**config.mk**
```make
export PLATFORM = sky130hd
export DESIGN_NAME = instr_encoder
export DESIGN_NICKNAME = d
export VERILOG_FILES = /design/src/rtl/instr_pkg.sv /design/src/rtl/instr_fifo.sv /design/src/rtl/instr_encoder.sv
export SDC_FILE = /design/constraint.sdc
export NUM_CORES = 1
export LEC_CHECK = 0
export ABC_AREA = 1
export CORE_MARGIN = 2
export CORE_UTILIZATION = 50
export DETAILED_ROUTE_END_ITERATION = 7
export GPL_TIMING_DRIVEN = 0
export PLACE_DENSITY = 0.75
export REMOVE_ABC_BUFFERS = 1
export SLEW_MARGIN = 25
export SYNTH_ARGS = -nofsm -noshare
export SYNTH_HDL_FRONTEND = slang
export SYNTH_SLANG_ARGS = --single-unit
```
**constraint.sdc**
```tcl
create_clock -name clk -period 3.2 [get_ports clk]
set_input_delay 0.64 -clock clk [delete_from_list [all_inputs] [get_ports clk]]
set_output_delay 0.64 -clock clk [all_outputs]
set_load 0.01 [all_outputs]
```
**src/rtl/instr_pkg.sv**
```systemverilog
// Shared encoding constants for the instruction encoder: ALU op codes,
// opcode/funct values, instruction field positions and default queue depth.
package instr_pkg;

  localparam int unsigned DEF_FIFO_DEPTH = 4;
  localparam int unsigned WORD_W         = 32;
  localparam int unsigned ENTRY_W        = WORD_W + 1;

  typedef enum logic [3:0] {
    OP_AND = 4'd0,
    OP_OR  = 4'd1,
    OP_ADD = 4'd2,
    OP_SUB = 4'd6,
    OP_SLT = 4'd7,
    OP_NOR = 4'd12
  } op_e;

  localparam logic [5:0] FUNCT_AND = 6'h24;
  localparam logic [5:0] FUNCT_OR  = 6'h25;
  localparam logic [5:0] FUNCT_ADD = 6'h20;
  localparam logic [5:0] FUNCT_SUB = 6'h22;
  localparam logic [5:0] FUNCT_SLT = 6'h2A;
  localparam logic [5:0] FUNCT_NOR = 6'h27;

  localparam logic [5:0] OPC_ADDI = 6'h08;
  localparam logic [5:0] OPC_SLTI = 6'h0A;
  localparam logic [5:0] OPC_ANDI = 6'h0C;
  localparam logic [5:0] OPC_ORI  = 6'h0D;

  localparam int unsigned F_OP_LSB = 26;
  localparam int unsigned F_RS_LSB = 21;
  localparam int unsigned F_RT_LSB = 16;
  localparam int unsigned F_RD_LSB = 11;

endpackage

```
**src/rtl/instr_fifo.sv**
```systemverilog
// Synchronous FIFO holding {err, instr} entries; exposes occupancy count.
// The read port drives zero whenever the queue is empty.
module instr_fifo #(
  parameter int unsigned DEPTH = 4,
  parameter int unsigned WIDTH = 33
) (
  input  logic                     clk,
  input  logic                     rst,
  input  logic                     push,
  input  logic                     pop,
  input  logic [WIDTH-1:0]         wdata,
  output logic [WIDTH-1:0]         rdata,
  output logic [$clog2(DEPTH):0]   count
);

  localparam int unsigned PTR_W = $clog2(DEPTH);

  logic [WIDTH-1:0]   mem_q [DEPTH];
  logic [WIDTH-1:0]   mem_d [DEPTH];
  logic [PTR_W-1:0]   wr_ptr_q, wr_ptr_d;
  logic [PTR_W-1:0]   rd_ptr_q, rd_ptr_d;
  logic [PTR_W:0]     count_q, count_d;

  always_comb begin
    mem_d    = mem_q;
    wr_ptr_d = wr_ptr_q;
    rd_ptr_d = rd_ptr_q;
    count_d  = count_q;
    if (!rst) begin
      wr_ptr_d = '0;
      rd_ptr_d = '0;
      count_d  = '0;
    end else begin
      if (push) begin
        mem_d[wr_ptr_q] = wdata;
        wr_ptr_d        = wr_ptr_q + 1'b1;
      end
      if (pop) begin
        rd_ptr_d = rd_ptr_q + 1'b1;
      end
      if (push && !pop) begin
        count_d = count_q + 1'b1;
      end else if (!push && pop) begin
        count_d = count_q - 1'b1;
      end
    end
  end

  always_ff @(posedge clk) begin
    mem_q    <= mem_d;
    wr_ptr_q <= wr_ptr_d;
    rd_ptr_q <= rd_ptr_d;
    count_q  <= count_d;
  end

  assign rdata = (count_q == '0) ? '0 : mem_q[rd_ptr_q];
  assign count = count_q;

endmodule

```
**src/rtl/instr_encoder.sv**
```systemverilog
// Encodes ALU field sets into R/I-type instruction words, queued through
// instr_fifo; unencodable sets queue a zero word flagged with out_err.
module instr_encoder
  import instr_pkg::*;
#(
  parameter int unsigned FIFO_DEPTH = DEF_FIFO_DEPTH,
  parameter int unsigned CNT_W      = 16
) (
  input  logic             clk,
  input  logic             rst,
  input  logic             in_valid,
  output logic             in_ready,
  input  logic [3:0]       op,
  input  logic             ssel,
  input  logic [31:0]      imm,
  input  logic [4:0]       rs1_id,
  input  logic [4:0]       rs2_id,
  input  logic [4:0]       rdst_id,
  output logic             out_valid,
  input  logic             out_ready,
  output logic [31:0]      instr,
  output logic             out_err,
  output logic [CNT_W-1:0] enc_count
);

  localparam int unsigned OCC_W = $clog2(FIFO_DEPTH) + 1;

  logic [31:0]      word;
  logic             err;
  logic [5:0]       funct;
  logic [5:0]       opc;
  logic             imm_ok;
  logic             push;
  logic             pop;
  logic [OCC_W-1:0] occ;
  logic [CNT_W-1:0] enc_count_q, enc_count_d;

  always_comb begin
    word   = '0;
    err    = 1'b1;
    funct  = '0;
    opc    = '0;
    imm_ok = 1'b0;
    if (ssel) begin
      case (op)
        OP_AND:  begin funct = FUNCT_AND; err = 1'b0; end
        OP_OR:   begin funct = FUNCT_OR;  err = 1'b0; end
        OP_ADD:  begin funct = FUNCT_ADD; err = 1'b0; end
        OP_SUB:  begin funct = FUNCT_SUB; err = 1'b0; end
        OP_SLT:  begin funct = FUNCT_SLT; err = 1'b0; end
        OP_NOR:  begin funct = FUNCT_NOR; err = 1'b0; end
        default: ;
      endcase
      if (!err) begin
        word = (32'(rs1_id) << F_RS_LSB) | (32'(rs2_id) << F_RT_LSB)
             | (32'(rdst_id) << F_RD_LSB) | 32'(funct);
      end
    end else begin
      // Signed immediates must fit 16 bits; logical ones are zero-extended.
      case (op)
        OP_ADD:  begin opc = OPC_ADDI; imm_ok = (&imm[31:15]) | ~(|imm[31:15]); end
        OP_SLT:  begin opc = OPC_SLTI; imm_ok = (&imm[31:15]) | ~(|imm[31:15]); end
        OP_AND:  begin opc = OPC_ANDI; imm_ok = ~(|imm[31:16]); end
        OP_OR:   begin opc = OPC_ORI;  imm_ok = ~(|imm[31:16]); end
        default: ;
      endcase
      err = ~imm_ok;
      if (imm_ok) begin
        word = (32'(opc) << F_OP_LSB) | (32'(rs1_id) << F_RS_LSB)
             | (32'(rdst_id) << F_RT_LSB) | 32'(imm[15:0]);
      end
    end
  end

  assign in_ready  = rst && (occ < OCC_W'(FIFO_DEPTH));
  assign out_valid = (occ != '0);
  assign push      = in_valid && in_ready;
  assign pop       = out_valid && out_ready;

  instr_fifo #(
    .DEPTH (FIFO_DEPTH),
    .WIDTH (ENTRY_W)
  ) u_fifo (
    .clk   (clk),
    .rst   (rst),
    .push  (push),
    .pop   (pop),
    .wdata ({err, word}),
    .rdata ({out_err, instr}),
    .count (occ)
  );

  always_comb begin
    enc_count_d = enc_count_q;
    if (!rst) begin
      enc_count_d = '0;
    end else if (push && !err && (enc_count_q != '1)) begin
      enc_count_d = enc_count_q + 1'b1;
    end
  end

  always_ff @(posedge clk) begin
    enc_count_q <= enc_count_d;
  end

  assign enc_count = enc_count_q;

endmodule

```
==> results of run 1 <==
per-stage QoR:
step	setup WS (ns)	setup TNS (ns)	hold WS, ns
floorplan	-0.443	-14.43	0.461
global placement	-2.71	-266.83	0.471
detailed placement	-0.258	-7.53	0.494
CTS	0.0734	0	0.504
global route	0.0358	0	0.542
finish	0.132	0	0.501
worst paths after layout:
| check | endpoint | cells after the start | slack [ns] | start |
|---|---|---|---|---|
| min | u_fifo.count[1]$_SDFFE_PN0P_ | 2 | 0.50 | u_fifo.count[1]$_SDFFE_PN0P_ |
| max | instr[13] | 5 | 0.13 | u_fifo.count[2]$_SDFFE_PN0P_ |
| max reg2reg | u_fifo.count[2]$_SDFFE_PN0P_ | 10 | 0.88 | u_fifo.count[2]$_SDFFE_PN0P_ |
| min reg2reg | u_fifo.count[1]$_SDFFE_PN0P_ | 2 | 0.50 | u_fifo.count[1]$_SDFFE_PN0P_ |
kinds of logic (layout without fill, tap and decap cells):
group	after synthesis	count (layout)	share of synthesized area [%]
AOI/OAI and AO/OA	135	135	10.7
xor gates and xnor gates	15	15	1.96
adders and majority gates	7	7	1.42
buffers and inverters	71	190	4.48
DFF	147	147	62.4
other	1	2	0.0559
and+or+nand+nor	294	294	19.0
critical path, stage by stage (launching register included):
cell	delay (ns)
dfxtp_1	0.36
nor3_2	0.54
buf_4	0.30
buf_4	0.21
a21oi_1	0.09
clkdlybuf4s50_1	0.50
repair_timing:
item / CTS / global route
setup buffers: 1 / 4
setup endpoints to repair: 31 / 36
gates resized for setup: 3 / 1
flip-flops by register name, summed over array words and instances, names as in the netlist:
signal and cells:
enc_count 16, u_fifo.mem_q 124, u_fifo.rd_ptr_q 2, u_fifo.count 3, u_fifo.wr_ptr_q 2
routing by layer:
layer	up-vias	global-route usage (%)	wire length, µm
li1	2513	-	-
met1	2622	29.2	7190
met2	188	43.0	8890
met3	29	5.70	898
met4	0	7.94	268
met5	-	0	0
layout make-up:
class | count | area (µm²)
Clock inverter | 13 | 231
Timing Repair Buffer | 117 | 1250
Inverter | 41 | 165
Fill cell | 991 | 4430
Multi-Input combinational cell | 453 | 2260
Sequential cell | 147 | 4190
Clock buffer | 19 | 433
Tap cell | 176 | 220
cell usage after synthesis (all sizes together):
cell    count
a21oi      53
a22o        2
a31o        1
buf        10
clkbuf     20
clkinv      2
conb        1
dfxtp      23
edfxtp    124
fa          1
ha          6
inv        39
nand2      75
nand3      13
nand4      18
nor2      182
nor3        5
nor4        1
o21ai      79
xnor2       5
xor2       10
power by group through the flow:
stage               clock [µW]  sequential, µW  combinational, µW
floorplan                    0            2300                779
global placement             0            2330               1320
detailed placement           0            2360               1700
CTS                       2230            2290               1790
global route              2300            2270               1990
finish                    2220            2260               1840
==> flow_summary.yaml, run 1 <==
worst_setup_path:
  cp_max_fo: 9
  worst_setup_path_start_kind: "flop"
  crit_required_ns: 2.56
  crit_arrival_ns: 2.43
  critPathKind: "reg2out"
  crit_path_end_kind: "output pin"
yosys:
  post_synth.cell_area_avg_um2: 10.0
  yosys_warnings: 0
  synth_top_area_share_pct: 55.5
  synth_cells: 670
  ys_ff_latch: 147
  synth_area_um2: 6710
  ys_seq_area_share_pct: 62.4
  ys_types: 32
  synth_area_leaders: "edfxtp_1, nor2_1, dfxtp_1"
  synth_top_area_cell: "edfxtp_1"
floorplan:
  num_rows: 42
  core_area_um2: 13200
  die_h_um: 120
  die_width_um: 120
  initial_core_util_pct: 50.9
  die_area_um2: 14400
  ios: 107
placed_design:
  dp_hpwl_um: 10200
  gp_congestion: 0.877
  placed_cell_area_um2: 8020
  port_buffers: 104
  place_inst: 929
grt:
  track_usage_pct: 24.3
  grt_pass1_wl_um: 26900
  overflow: 0
  grt_start_max_net_pins: 39
  grt_pass1_vias: 5483
  antenna_found_initial: 0
finish:
  drive_gt1_share_pct: 10.6
  diodes: 0
  stdcell_count: 966
  syn_to_final_growth_pct: 30.6
  final_nets: 840
  design_area_um2: 8760
  final_common_cell: "nor2_1"
  final_cell_mix: "nor2_1, edfxtp_1, clkdlybuf4s50_1"
  final_util_pct: 66.4
cts:
  hold_buffers: 0
  cts_buffer_depth: 2
  cts_made_buffers: 17
  htreeDepth: 4
  cts_tree: "built"
  clk_pin_slew_ns: 0.06
  cts.sinks: 147
  clock-root-buffer: "clkbuf_16"
  insertion_delay_ns: 0.41
route:
  via_per_inst: 5.54
  vias: 5352
  wire_per_inst_um: 17.9
  detail-route-antenna-nets: 0
  wl_um: 17200
  drtPass1Iterations: 7
  drt_iter0_drc: 517
  drc: 0
power:
  pwr-share-seq_pct: 35.8
  p_sw_uw: 1850
  p_clk_share_pct: 35.1
  power_leakage_uw: 0.00315
  switching_share_pct: 29.4
  intPower_uw: 4460
  powerDensity_nw_per_um2: 721
  p_comb_share_pct: 29.1
  ir_drop_mv: 0.443
  p_total_uw: 6320
worst_hold_path:
  hp-class: "reg2reg"
sta:
  finalHoldViolCount: 0
  finClkSkew_ns: 0.00688
  drv_slew: 0
  fin_crit_ns: 3.07
  slew_headroom_pct: 48.9
  tightestPinTransition_ns: 0.763
  min_period_over_period_pct: 95.9
  setup_viol: 0
  rsz0062_at_grt: "false"
  fmax_ghz: 0.326
run:
  max_cap_violations: 0
status:
  outcome: "finished, final reports clean"
(Power assumes the default switching activity.)
==> run 2: changes to the inputs <==
Settings changed: CORE_UTILIZATION 50 to 54, PLACE_DENSITY 0.75 to 0.8.
==> run 2 against run 1 <==
Compared with the run above: first-iteration DRC count rose by 2.3%; clock skew rose by 0.0020 ns; via count fell by 2.4%; fmax rose by 2.6%; sequential power barely moved; global-route usage rose by 1.2 points; largest cell class unchanged; combinational power barely moved; worst hold slack improved by 0.0062 ns; die area fell by 7.2%; highest routed layer unchanged; sequential cell count did not move.
==> flow_summary.yaml, run 2 (synthesis gave the netlist of run 1 again) <==
sta:
  finalHoldViolCount: 0
  finClkSkew_ns: 0.00888
  slew_headroom_pct: 50.6
  drv_slew: 0
  fin_crit_ns: 2.99
  min_period_over_period_pct: 93.5
  fmax_ghz: 0.334
  rsz0062_at_grt: "false"
  tightestPinTransition_ns: 0.740
  setup-tns-final_ns: 0
  worst_slack_ns: 0.209
  setup_viol: 0
floorplan:
  initial_core_util_pct: 55.6
  core_area_um2: 12100
  ios: 107
  num_rows: 40
  die_width_um: 115
  die_area_um2: 13300
  die_h_um: 115
grt:
  overflow: 0
  grt_pass1_wl_um: 25500
  antenna_found_initial: 0
  grt_pass1_vias: 5214
  track_usage_pct: 25.5
  grt_start_max_net_pins: 57
power:
  ir_drop_mv: 0.407
  power_leakage_uw: 0.00310
  powerDensity_nw_per_um2: 699
  p_total_uw: 6060
route:
  wl_um: 16700
  wire_per_inst_um: 17.5
  drt_iter0_drc: 529
  via_per_inst: 5.46
  drtPass1Iterations: 5
  drc: 0
  detail-route-antenna-nets: 0
  vias: 5221
placed_design:
  pre_cts_slack_ns: -0.239
  gp_congestion: 0.919
  port_buffers: 104
  dp_hpwl_um: 10400
  placed_cell_area_um2: 8030
cts:
  clock-root-buffer: "clkbuf_16"
  cts.sinks: 147
  hold_buffers: 0
  htreeDepth: 4
  cts_buffer_depth: 2
  insertion_delay_ns: 0.42
  cts_made_buffers: 17
  clk_pin_slew_ns: 0.06
  cts_tree: "built"
worst_hold_path:
  hp-class: "reg2reg"
  hold_depth: 2
worst_setup_path:
  cp_slowest_cell: "nand2_1"
  crit_top_cell: "nand2_1"
  cp_max_fo: 13
  cp.depth: 10
  critPathKind: "in2reg"
  path_buf_inv: 2
  crit_path_end_kind: "flop"
  crit_required_ns: 3.29
  worstPathCellList: "clkdlybuf4s50_1, nor2_1, nand2_1, nor3_1, nand2_1, nand2_1, nand2_1, clkinvlp_4, nand2_1, o21ai_0"
  worst_setup_path_start_kind: "input port"
  cpPeakStageDelay_ns: 0.55
  critical-path-top-delay-family: "simple AND/OR/NAND/NOR gates"
  rr_worst_depth: 10
  crit_arrival_ns: 3.08
finish:
  design_area_um2: 8670
  drive_gt1_share_pct: 10.7
  final_cell_mix: "nor2_1, edfxtp_1, clkdlybuf4s50_1"
  syn_to_final_growth_pct: 29.2
  final_common_cell: "nor2_1"
  diodes: 0
  top_register: "u_fifo.mem_q"
  largest_reg_flops: 124
  final_nets: 839
run:
  max_cap_violations: 0
status:
  outcome: "finished, final reports clean"
[run 2: changes by cell type in the layout (fill, tap and decap cells not counted), moves of 2 or more]
| cell | change |
|---|---|
| bufinv_16 | -4 |
| buf_4 | -3 |
| clkinvlp_4 | +2 |
| buf_6 | +2 |
| inv_6 | +3 |
[run 2: power by group]
part           switching [µW]  total, µW  internal [µW]
clock                     766       1920           1160
combinational            1020       1870            855
sequential               92.5       2260           2170
[run 2: routing by layer]
layer	global-route usage [%]	vias to the layer above	part of all wire, %
met4	9.56	0	1.6
met1	29.7	2453	40
met5	0	-	0
met3	6.80	30	7.4
met2	45.1	237	51
li1	-	2501	-
[run 2: final cells by class]
class | count | area (µm²)
multi-input combinational | 453 | 2270
clock buffer | 18 | 429
sequential | 147 | 4190
clock inverter | 13 | 153
timing repair buffer | 116 | 1250
fill | 809 | 3390
tap | 168 | 210
inverter | 41 | 161
[run 2: through the flow]
stage	utilization, %	hold slack (ns)	std cells
finish	71.9	0.507	956
global route	71.9	0.533	956
floorplan	-	0.461	641
detailed placement	66.5	0.497	922
CTS	71.6	0.507	954
global placement	64.8	0.472	913
[run 2: final timing paths]
path,end,slack (ns),from
setup / recovery,u_fifo.mem_q[11]$_DFFE_PP_,0.21,op[2]
hold reg to reg,enc_count[3]$_SDFFE_PN0P_,0.51,enc_count[3]$_SDFFE_PN0P_
setup reg to reg,u_fifo.count[2]$_SDFFE_PN0P_,0.91,u_fifo.count[2]$_SDFFE_PN0P_
hold / removal,enc_count[3]$_SDFFE_PN0P_,0.51,enc_count[3]$_SDFFE_PN0P_
[run 2: repair_timing]
action / in CTS / in global routing
cloned: 0 / 0
buffers inserted: 1 / 2
gates resized for setup: 2 / 2
endpoints found under the setup margin: 31 / 13
[run 2: worst reg2reg max path, stage by stage (launching register included)]
cell	delay (ns)
dfxtp_1	0.38
nor3_4	0.48
inv_1	0.13
nand2_1	0.13
ha_1	0.16
inv_1	0.06
fa_1	0.37
a21oi_1	0.14
o21ai_0	0.11
xor2_1	0.15
nor2_1	0.05
